### config.mk
export PLATFORM = sky130hd
export DESIGN_NAME = fifo_param
export DESIGN_NICKNAME = d
export VERILOG_FILES = /design/src/rtl/fifo_pkg.sv /design/src/rtl/fifo_param_ctrl.sv /design/src/rtl/fifo_param.sv
export SDC_FILE = /design/constraint.sdc
export NUM_CORES = 1
export LEC_CHECK = 0
export ABC_AREA = 1
export BUFFER_PORTS_ARGS = -buffer_cell sky130_fd_sc_hd__buf_4
export CAP_MARGIN = 20
export CORE_MARGIN = 4
export CORE_UTILIZATION = 55
export CTS_CLUSTER_DIAMETER = 30
export CTS_CLUSTER_SIZE = 28
export DETAILED_ROUTE_END_ITERATION = 7
export HOLD_SLACK_MARGIN = 0.06
export PLACE_DENSITY = 0.73
export RECOVER_POWER = 25
export SYNTH_ARGS = -nofsm -noshare
export SYNTH_HDL_FRONTEND = slang
export SYNTH_HIERARCHICAL = 1
export SYNTH_SLANG_ARGS = --single-unit
export TNS_END_PERCENT = 20
### constraint.sdc
create_clock -name clk -period 10.2 [get_ports clk]
set_clock_uncertainty 0.15 [all_clocks]
set_input_delay 1.02 -clock clk [delete_from_list [all_inputs] [get_ports clk]]
set_output_delay 1.02 -clock clk [all_outputs]
set_load 0.005 [all_outputs]
### src/rtl/fifo_pkg.sv
// fifo_pkg: shared helpers and types
// for the parametrised FWFT FIFO.
package fifo_pkg;

  function automatic int clog2(input int n);
    int r;
    int v;
    r = 0;
    v = n - 1;
    while (v > 0) begin
      r++;
      v = v >> 1;
    end
    return r;
  endfunction

  typedef struct packed {
    logic full;
    logic empty;
    logic almost_full;
    logic almost_empty;
  } fifo_status_t;

endpackage

### src/rtl/fifo_param_ctrl.sv
// fifo_param_ctrl: pointers, occupancy,
// registered flags and error pulses.
module fifo_param_ctrl
  import fifo_pkg::*;
#(
  parameter int DEPTH    = 4,
  parameter int AF_LEVEL = DEPTH - 1,
  parameter int AE_LEVEL = 1,
  localparam int PW = clog2(DEPTH),
  localparam int CW = PW + 1
) (
  input  logic          clk,
  input  logic          rst_n,
  input  logic          push,
  input  logic          pop,
  output logic          wr_en,
  output logic [PW-1:0] wr_addr,
  output logic [PW-1:0] rd_addr,
  output logic [CW-1:0] count,
  output fifo_status_t  status,
  output logic          overflow,
  output logic          underflow
);

  logic [PW-1:0] wr_ptr;
  logic [PW-1:0] rd_ptr;
  logic          push_ok;
  logic          pop_ok;
  logic [CW-1:0] cnt_nxt;

  // Accept rules; a pop frees a slot
  // so a full FIFO still takes a push.
  always_comb begin
    push_ok = push & (~status.full | pop);
    pop_ok  = pop & ~status.empty;
    cnt_nxt = count
            + CW'(push_ok)
            - CW'(pop_ok);
  end

  assign wr_en   = push_ok & rst_n;
  assign wr_addr = wr_ptr;
  assign rd_addr = rd_ptr;

  // State update; flags come from the
  // next count so they track count.
  always_ff @(posedge clk or negedge rst_n) begin
    if (!rst_n) begin
      wr_ptr    <= '0;
      rd_ptr    <= '0;
      count     <= '0;
      status    <= '{full: 1'b0,
                     empty: 1'b1,
                     almost_full: 1'b0,
                     almost_empty: 1'b1};
      overflow  <= 1'b0;
      underflow <= 1'b0;
    end else begin
      if (push_ok)
        wr_ptr <= wr_ptr + PW'(1);
      if (pop_ok)
        rd_ptr <= rd_ptr + PW'(1);
      count <= cnt_nxt;
      status.full <=
        (cnt_nxt == CW'(DEPTH));
      status.empty <=
        (cnt_nxt == '0);
      status.almost_full <=
        (cnt_nxt >= CW'(AF_LEVEL));
      status.almost_empty <=
        (cnt_nxt <= CW'(AE_LEVEL));
      overflow <=
        push & status.full & ~pop;
      underflow <=
        pop & status.empty;
    end
  end

endmodule

### src/rtl/fifo_param.sv
// fifo_param: DEPTH x WIDTH storage with
// first-word-fall-through head.
module fifo_param
  import fifo_pkg::*;
#(
  parameter int WIDTH    = 64,
  parameter int DEPTH    = 4,
  parameter int AF_LEVEL = DEPTH - 1,
  parameter int AE_LEVEL = 1
) (
  input  logic                  clk,
  input  logic                  rst_n,
  input  logic [WIDTH-1:0]      data_in,
  input  logic                  data_in_valid,
  input  logic                  pop_fifo,
  output logic [WIDTH-1:0]      data_out,
  output logic                  data_out_valid,
  output logic                  fifo_full,
  output logic                  fifo_empty,
  output logic                  almost_full,
  output logic                  almost_empty,
  output logic [clog2(DEPTH):0] count,
  output logic                  overflow,
  output logic                  underflow
);

  localparam int PW = clog2(DEPTH);

  logic [WIDTH-1:0] mem [DEPTH];
  logic             wr_en;
  logic [PW-1:0]    wr_addr;
  logic [PW-1:0]    rd_addr;
  fifo_status_t     status;

  fifo_param_ctrl #(
    .DEPTH    (DEPTH),
    .AF_LEVEL (AF_LEVEL),
    .AE_LEVEL (AE_LEVEL)
  ) u_ctrl (
    .clk       (clk),
    .rst_n     (rst_n),
    .push      (data_in_valid),
    .pop       (pop_fifo),
    .wr_en     (wr_en),
    .wr_addr   (wr_addr),
    .rd_addr   (rd_addr),
    .count     (count),
    .status    (status),
    .overflow  (overflow),
    .underflow (underflow)
  );

  // Storage write; contents are never
  // reset, the head just reads mem.
  always_ff @(posedge clk) begin
    if (wr_en)
      mem[wr_addr] <= data_in;
  end

  assign data_out       = mem[rd_addr];
  assign data_out_valid = ~status.empty;
  assign fifo_full      = status.full;
  assign fifo_empty     = status.empty;
  assign almost_full    = status.almost_full;
  assign almost_empty   = status.almost_empty;

endmodule

==> results of run 1 <==
[where the power goes]
| part | internal [mW] | switching, mW |
|---|---|---|
| sequential | 1.33 | 0.0786 |
| clock | 1.07 | 0.500 |
| combinational | 0.462 | 0.663 |
| total | 2.86 | 1.24 |
[placed cells by master, fill, tap and decap left out, types with 3 or more instances in the layout]
master	instances
nand2_1	333
inv_1	270
edfxtp_1	256
nand3_1	130
buf_4	108
clkbuf_16	51
clkbuf_1	48
dfrtp_1	9
bufinv_16	6
clkinv_2	5
clkinvlp_4	5
nor2_1	5
nor3_2	4
clkinv_1	4
inv_6	3
clkinv_4	3
nand2_2	3
[worst max-delay path: stages (launching register included)]
cell and delay (ns):
dfrtp_4 0.76, inv_4 0.58, buf_4 0.66, nand2_1 0.13, nand3_1 0.11, nand2_1 0.09, buf_4 0.14
[sequential cells by signal (all words and copies together) (netlist names)]
name	count
mem	256
u_ctrl/count	3
u_ctrl/rd_addr	2
u_ctrl/wr_addr	2
u_ctrl/status	4
u_ctrl/underflow	1
u_ctrl/overflow	1
[synthesized netlist by cell type]
library cell	count
inv_2	3
xnor2_2	1
nor2_1	5
dfrtp_1	11
nor2_4	1
or2_2	1
nand2_1	333
buf_1	2
clkbuf_1	4
dfstp_2	2
nand3_1	130
ha_1	2
xor2_1	1
buf_4	14
o21ai_2	1
nor3_1	4
buf_2	21
nand2_2	3
edfxtp_1	256
o21ai_1	1
fa_1	1
xnor2_1	1
inv_1	270
[per-stage QoR]
step | std cells | hold slack (ns) | util | cell area, um2 | setup WS (ns)
after CTS | 1532 | 0.166 | 0.704 | 14200 | 5.90
final | 1532 | 0.375 | 0.696 | 14100 | 5.97
after detailed placement | 1448 | 0.373 | 0.623 | 12600 | 6.47
after global placement | 1448 | 0.362 | 0.623 | 12600 | 6.52
after global routing | 1532 | 0.395 | 0.696 | 14100 | 5.69
after floorplan | 1068 | 0.354 | - | 11300 | 3.88
[worst max path at each step]
stage / to / slack [ns] / cells past startpoint
3_5_place_dp: data_out[56] / 6.47 / 6
6_report: data_out[0] / 5.97 / 6
3_3_place_gp: data_out[45] / 6.52 / 6
2_1_floorplan: mem[1][0] / 3.88 / 4
5_1_grt: data_out[34] / 5.69 / 6
4_1_cts: data_out[63] / 5.90 / 6
[final cells by class]
class	count	area (um2)
Sequential cell	269	8020
Timing Repair Buffer	151	972
Clock buffer	58	1320
Inverter	273	1030
Fill cell	1467	6160
Multi-Input combinational cell	485	2090
Clock inverter	26	310
Tap cell	270	338
[metal layers]
layer,share of wire,wire length [um],track usage,vias up
li1,-,-,-,3654
met1,0.40,9110,0.249,3467
met2,0.51,11800,0.365,213
met3,0.073,1680,0.0479,35
met4,0.016,368,0.0597,0
met5,0,0,0,-
[cells by family after synthesis]
group                      after synthesis  synth area share
and+or+nand+nor                        477             0.174
buffers and inverters                  314             0.111
DFF                                    269             0.707
xor gates and xnor gates                 3           0.00298
adders and majority gates                3           0.00397
AOI/OAI and AO/OA                        2           0.00121
==> qor.yml, run 1 <==
power_and_ir_drop:
  leakage_nw: 6.48
  vdd_drop_max_uv: 210
  cellPowerDensity_nw_per_um2: 291
  p_total_mw: 4.10
sta:
  tightest_slew_ns: 1.00
  fmax_ghz: 0.236
  finalHoldViolations: 0
  setup_viol: 0
  rsz0062_at_grt: "no"
  setup_tns_ns: 0
  finalCriticalPeriod_ns: 4.23
  slew_headroom: 0.333
  fin_crit_sh: 0.415
  drv_slew: 0
cts:
  clk_latency_ns: 0.52
  cts_buffers: 47
  path_clk_slew_ns: 0.05
  cts_max_level: 2
  post_cts_buffers: 0
  root_buffer: "clkbuf_16"
  ctsHoldBuffers: 0
  cts.sinks: 269
  cts_max_path_buffers: 3
  ctsResizeCount: 0
  cts_tree: "built"
worst_setup_path:
  r2r-start: "u_ctrl/status[3]"
  r2r_end: "mem[2][40]"
  crit_arrival_ns: 3.06
  crit_type: "reg -> out"
  crit_start: "u_ctrl/rd_addr[0]"
  path_max_fanout: 70
  r2r.worst_path.cells: 6
  critPathCaptureType: "primary output"
  start_kind: "register"
  r2r_setup_slack_ns: 7.30
  cp.required_ns: 9.03
synthesis:
  ys_seq_area_frac: 0.707
  synthesis.nets: 1139
  synth_area_um2: 11300
  synth_seq_cells: 269
  synth_area_leaders: "edfxtp_1 (68%), nand2_1 (11%), inv_1 (8.9%), nand3_1 (5.7%), dfrtp_1 (2.4%)"
  syn_area_per_cell_um2: 10.6
  yosysWarningCount: 6
  synthCells: 1068
  yosysTopAreaCell: "edfxtp_1"
  ys_types: 23
  synth_top_area_frac: 0.678
grt:
  grt_pass1_wl_mm: 36.3
  grt_pass1_vias: 7340
  antenna_found_initial: 0
  grt_max_degree: 71
  track_usage: 0.204
  grt.overflow.total: 0
place:
  place_congestion: 0.726
  portBuffers: 141
  dp_hpwl_mm: 12.9
floorplan:
  core-area_um2: 20200
  row_count: 52
  fp.dieW_um: 152
  io_pins: 142
  die_y_um: 152
  die_area_um2: 23000
  start_util: 0.560
min_path:
  hp-class: "in -> async"
run_status:
  status: "complete, no violations"
detailed_routing:
  drt_iter0_drc: 460
  drc_errors: 0
  routed-via-count: 7369
  ant_nets: 0
  wire_per_inst_um: 15.0
  drt-total-wl_mm: 23.0
  viasPerCell: 4.81
  dr.pass1.iters: 5
cells_and_area:
  drive_above_1_share: 0.159
  finalNetCount: 1298
  area.growth.synth_to_final_pct: 24.1
  diodes: 0
job:
  maxCapViolations: 0
(Power assumes the default switching activity.)
==> inputs of run 2 (changes only) <==
clock period = 4.3 ns   (was 10.2 ns; I/O delays follow)
==> run 2 against run 1 <==
  * Worst setup slack worse by 4.8 ns
  * Hold slack worse by 0.26 ns
  * Routed wire length up 4.4%
  * Non-clock buffer count up 71
  * Sequential share of layout area down 2.6 points
==> qor.yml, run 2 (same netlist as run 1, synthesis figures left out) <==
cts:
  cts_buffers: 45
  clk_latency_ns: 0.52
  cts_tree: "built"
  cts.sinks: 269
  cts_max_level: 2
  path_clk_slew_ns: 0.05
  root_buffer: "clkbuf_16"
  post_cts_buffers: 0
  cts_max_path_buffers: 3
  ctsResizeCount: 0
worst_setup_path:
  path_max_fanout: 68
  critPathCaptureType: "primary output"
  crit_arrival_ns: 2.57
  cp_common_cell: "nand2_1"
  cpPeakStageDelay_ns: 0.61
  worst-path-buf-inv: 3
  cp_slowest_cell: "dfrtp_4"
  crit_type: "reg -> out"
  cpLargestDelayFamily: "buffers and inverters"
  cp.required_ns: 3.72
  cp_cell_sequence: "inv_4 > buf_12 > nand2_1 > nand3_1 > nand2_1 > buf_4"
  start_kind: "register"
sta:
  tightest_slew_ns: 0.847
  fin_ws_ns: 1.15
  setup_tns_ns: 0
  setup_viol: 0
  drv_slew: 0
  slew_headroom: 0.436
  finalCriticalPeriod_ns: 3.15
  rsz0062_at_grt: "no"
  fin_crit_sh: 0.733
  finalHoldViolations: 0
  fmax_ghz: 0.317
place:
  dp.cells: 1451
  dp_hpwl_mm: 13.0
  portBuffers: 141
  place_congestion: 0.777
  pre_cts_slack_ns: 1.63
cells_and_area:
  final_cell_mix: "nand2_1 (333), inv_1 (270), edfxtp_1 (256)"
  finalNetCount: 1367
  largest-register: "mem"
  largest_register_ffs: 256
  reg_top3: "mem x256, u_ctrl/status x4, u_ctrl/count x3"
  diodes: 0
  layout_commonest_cell: "nand2_1"
  drive_above_1_share: 0.156
  stdcell_count: 1600
  area.growth.synth_to_final_pct: 30.1
grt:
  grt.overflow.total: 0
  grt_pass1_wl_mm: 38.5
  grt_max_degree: 107
  grt_pass1_vias: 7849
  antenna_found_initial: 0
  track_usage: 0.214
floorplan:
  io_pins: 142
  core-area_um2: 20200
  row_count: 52
  fp.dieW_um: 152
  die_area_um2: 23000
  die_y_um: 152
  start_util: 0.560
detailed_routing:
  drc_errors: 0
  viasPerCell: 4.80
  drt_iter0_drc: 407
  drt-total-wl_mm: 24.0
  ant_nets: 0
  routed-via-count: 7674
  dr.pass1.iters: 5
  wire_per_inst_um: 15.0
power_and_ir_drop:
  vdd_drop_max_uv: 484
  p_total_mw: 9.76
  leakage_nw: 6.77
  cellPowerDensity_nw_per_um2: 662
job:
  maxCapViolations: 0
min_path:
  hp-class: "in -> reg"
run_status:
  status: "complete, no violations"
[run 2: cell count changes in the layout (fill, tap and decap cells not counted), sizes merged]
cell         delta
buf             +7
inv             +4
clkinv          -1
dlygate4sd3    +67
bufinv          +1
clkbuf         -10
[run 2: metrics by stage]
step	hold slack, ns	instance area (um2)	util
floorplan	-0.0156	11300	-
global placement	0.136	12600	0.625
detailed placement	0.136	12600	0.625
CTS	0.0840	14900	0.735
global route	0.118	14800	0.729
finish	0.113	14800	0.729
[run 2: worst paths after layout]
| kind | from | to | slack (ns) | cells after the start |
|---|---|---|---|---|
| max in group asynchronous | rst_n | u_ctrl/rd_addr[0] | 3.13 | 2 |
| worst max-delay path | u_ctrl/rd_addr[0] | data_out[28] | 1.15 | 6 |
| worst min register to register | u_ctrl/status[2] | u_ctrl/underflow | 0.38 | 2 |
| worst min-delay path | data_in_valid | u_ctrl/wr_addr[0] | 0.11 | 4 |
| worst max register to register | u_ctrl/status[2] | u_ctrl/status[3] | 1.98 | 7 |
| min in group asynchronous | rst_n | u_ctrl/count[0] | 0.33 | 2 |
[run 2: power by group]
| part | total [mW] | leakage [nW] | switching (mW) | internal [mW] |
|---|---|---|---|---|
| clock | 3.63 | 0.753 | 1.21 | 2.42 |
| sequential | 3.27 | 2.48 | 0.116 | 3.15 |
| combinational | 2.86 | 3.54 | 1.69 | 1.17 |
| total | 9.76 | 6.77 | 3.02 | 6.75 |
[run 2: what timing repair did]
item                                    CTS  global route
hold buffers                             67             0
hold endpoints to repair                271             0
endpoints found under the setup margin    0             0
[run 2: final cells by class]
class	count	area [um2]
Inverter	273	1030
Sequential cell	269	8020
Timing Repair Buffer	222	1720
Clock buffer	51	1190
Tap cell	270	338
Fill cell	1360	5480
Clock inverter	30	370
Multi-Input combinational cell	485	2090
[run 2: worst reg2reg max path, delay by kind of cell (launching register included)]
family | cells | cell delay, ns
DFF | 1 | 0.58
and+or+nand+nor | 3 | 0.51
adders and majority gates | 3 | 0.97
buffers and inverters | 1 | 0.04
[run 2: metal layers]
layer | track usage | vias up | wire [um]
met5 | 0 | - | 0
met4 | 0.0588 | 0 | 421
met3 | 0.0431 | 35 | 1560
met2 | 0.394 | 245 | 12600
met1 | 0.256 | 3603 | 9410
li1 | - | 3791 | -
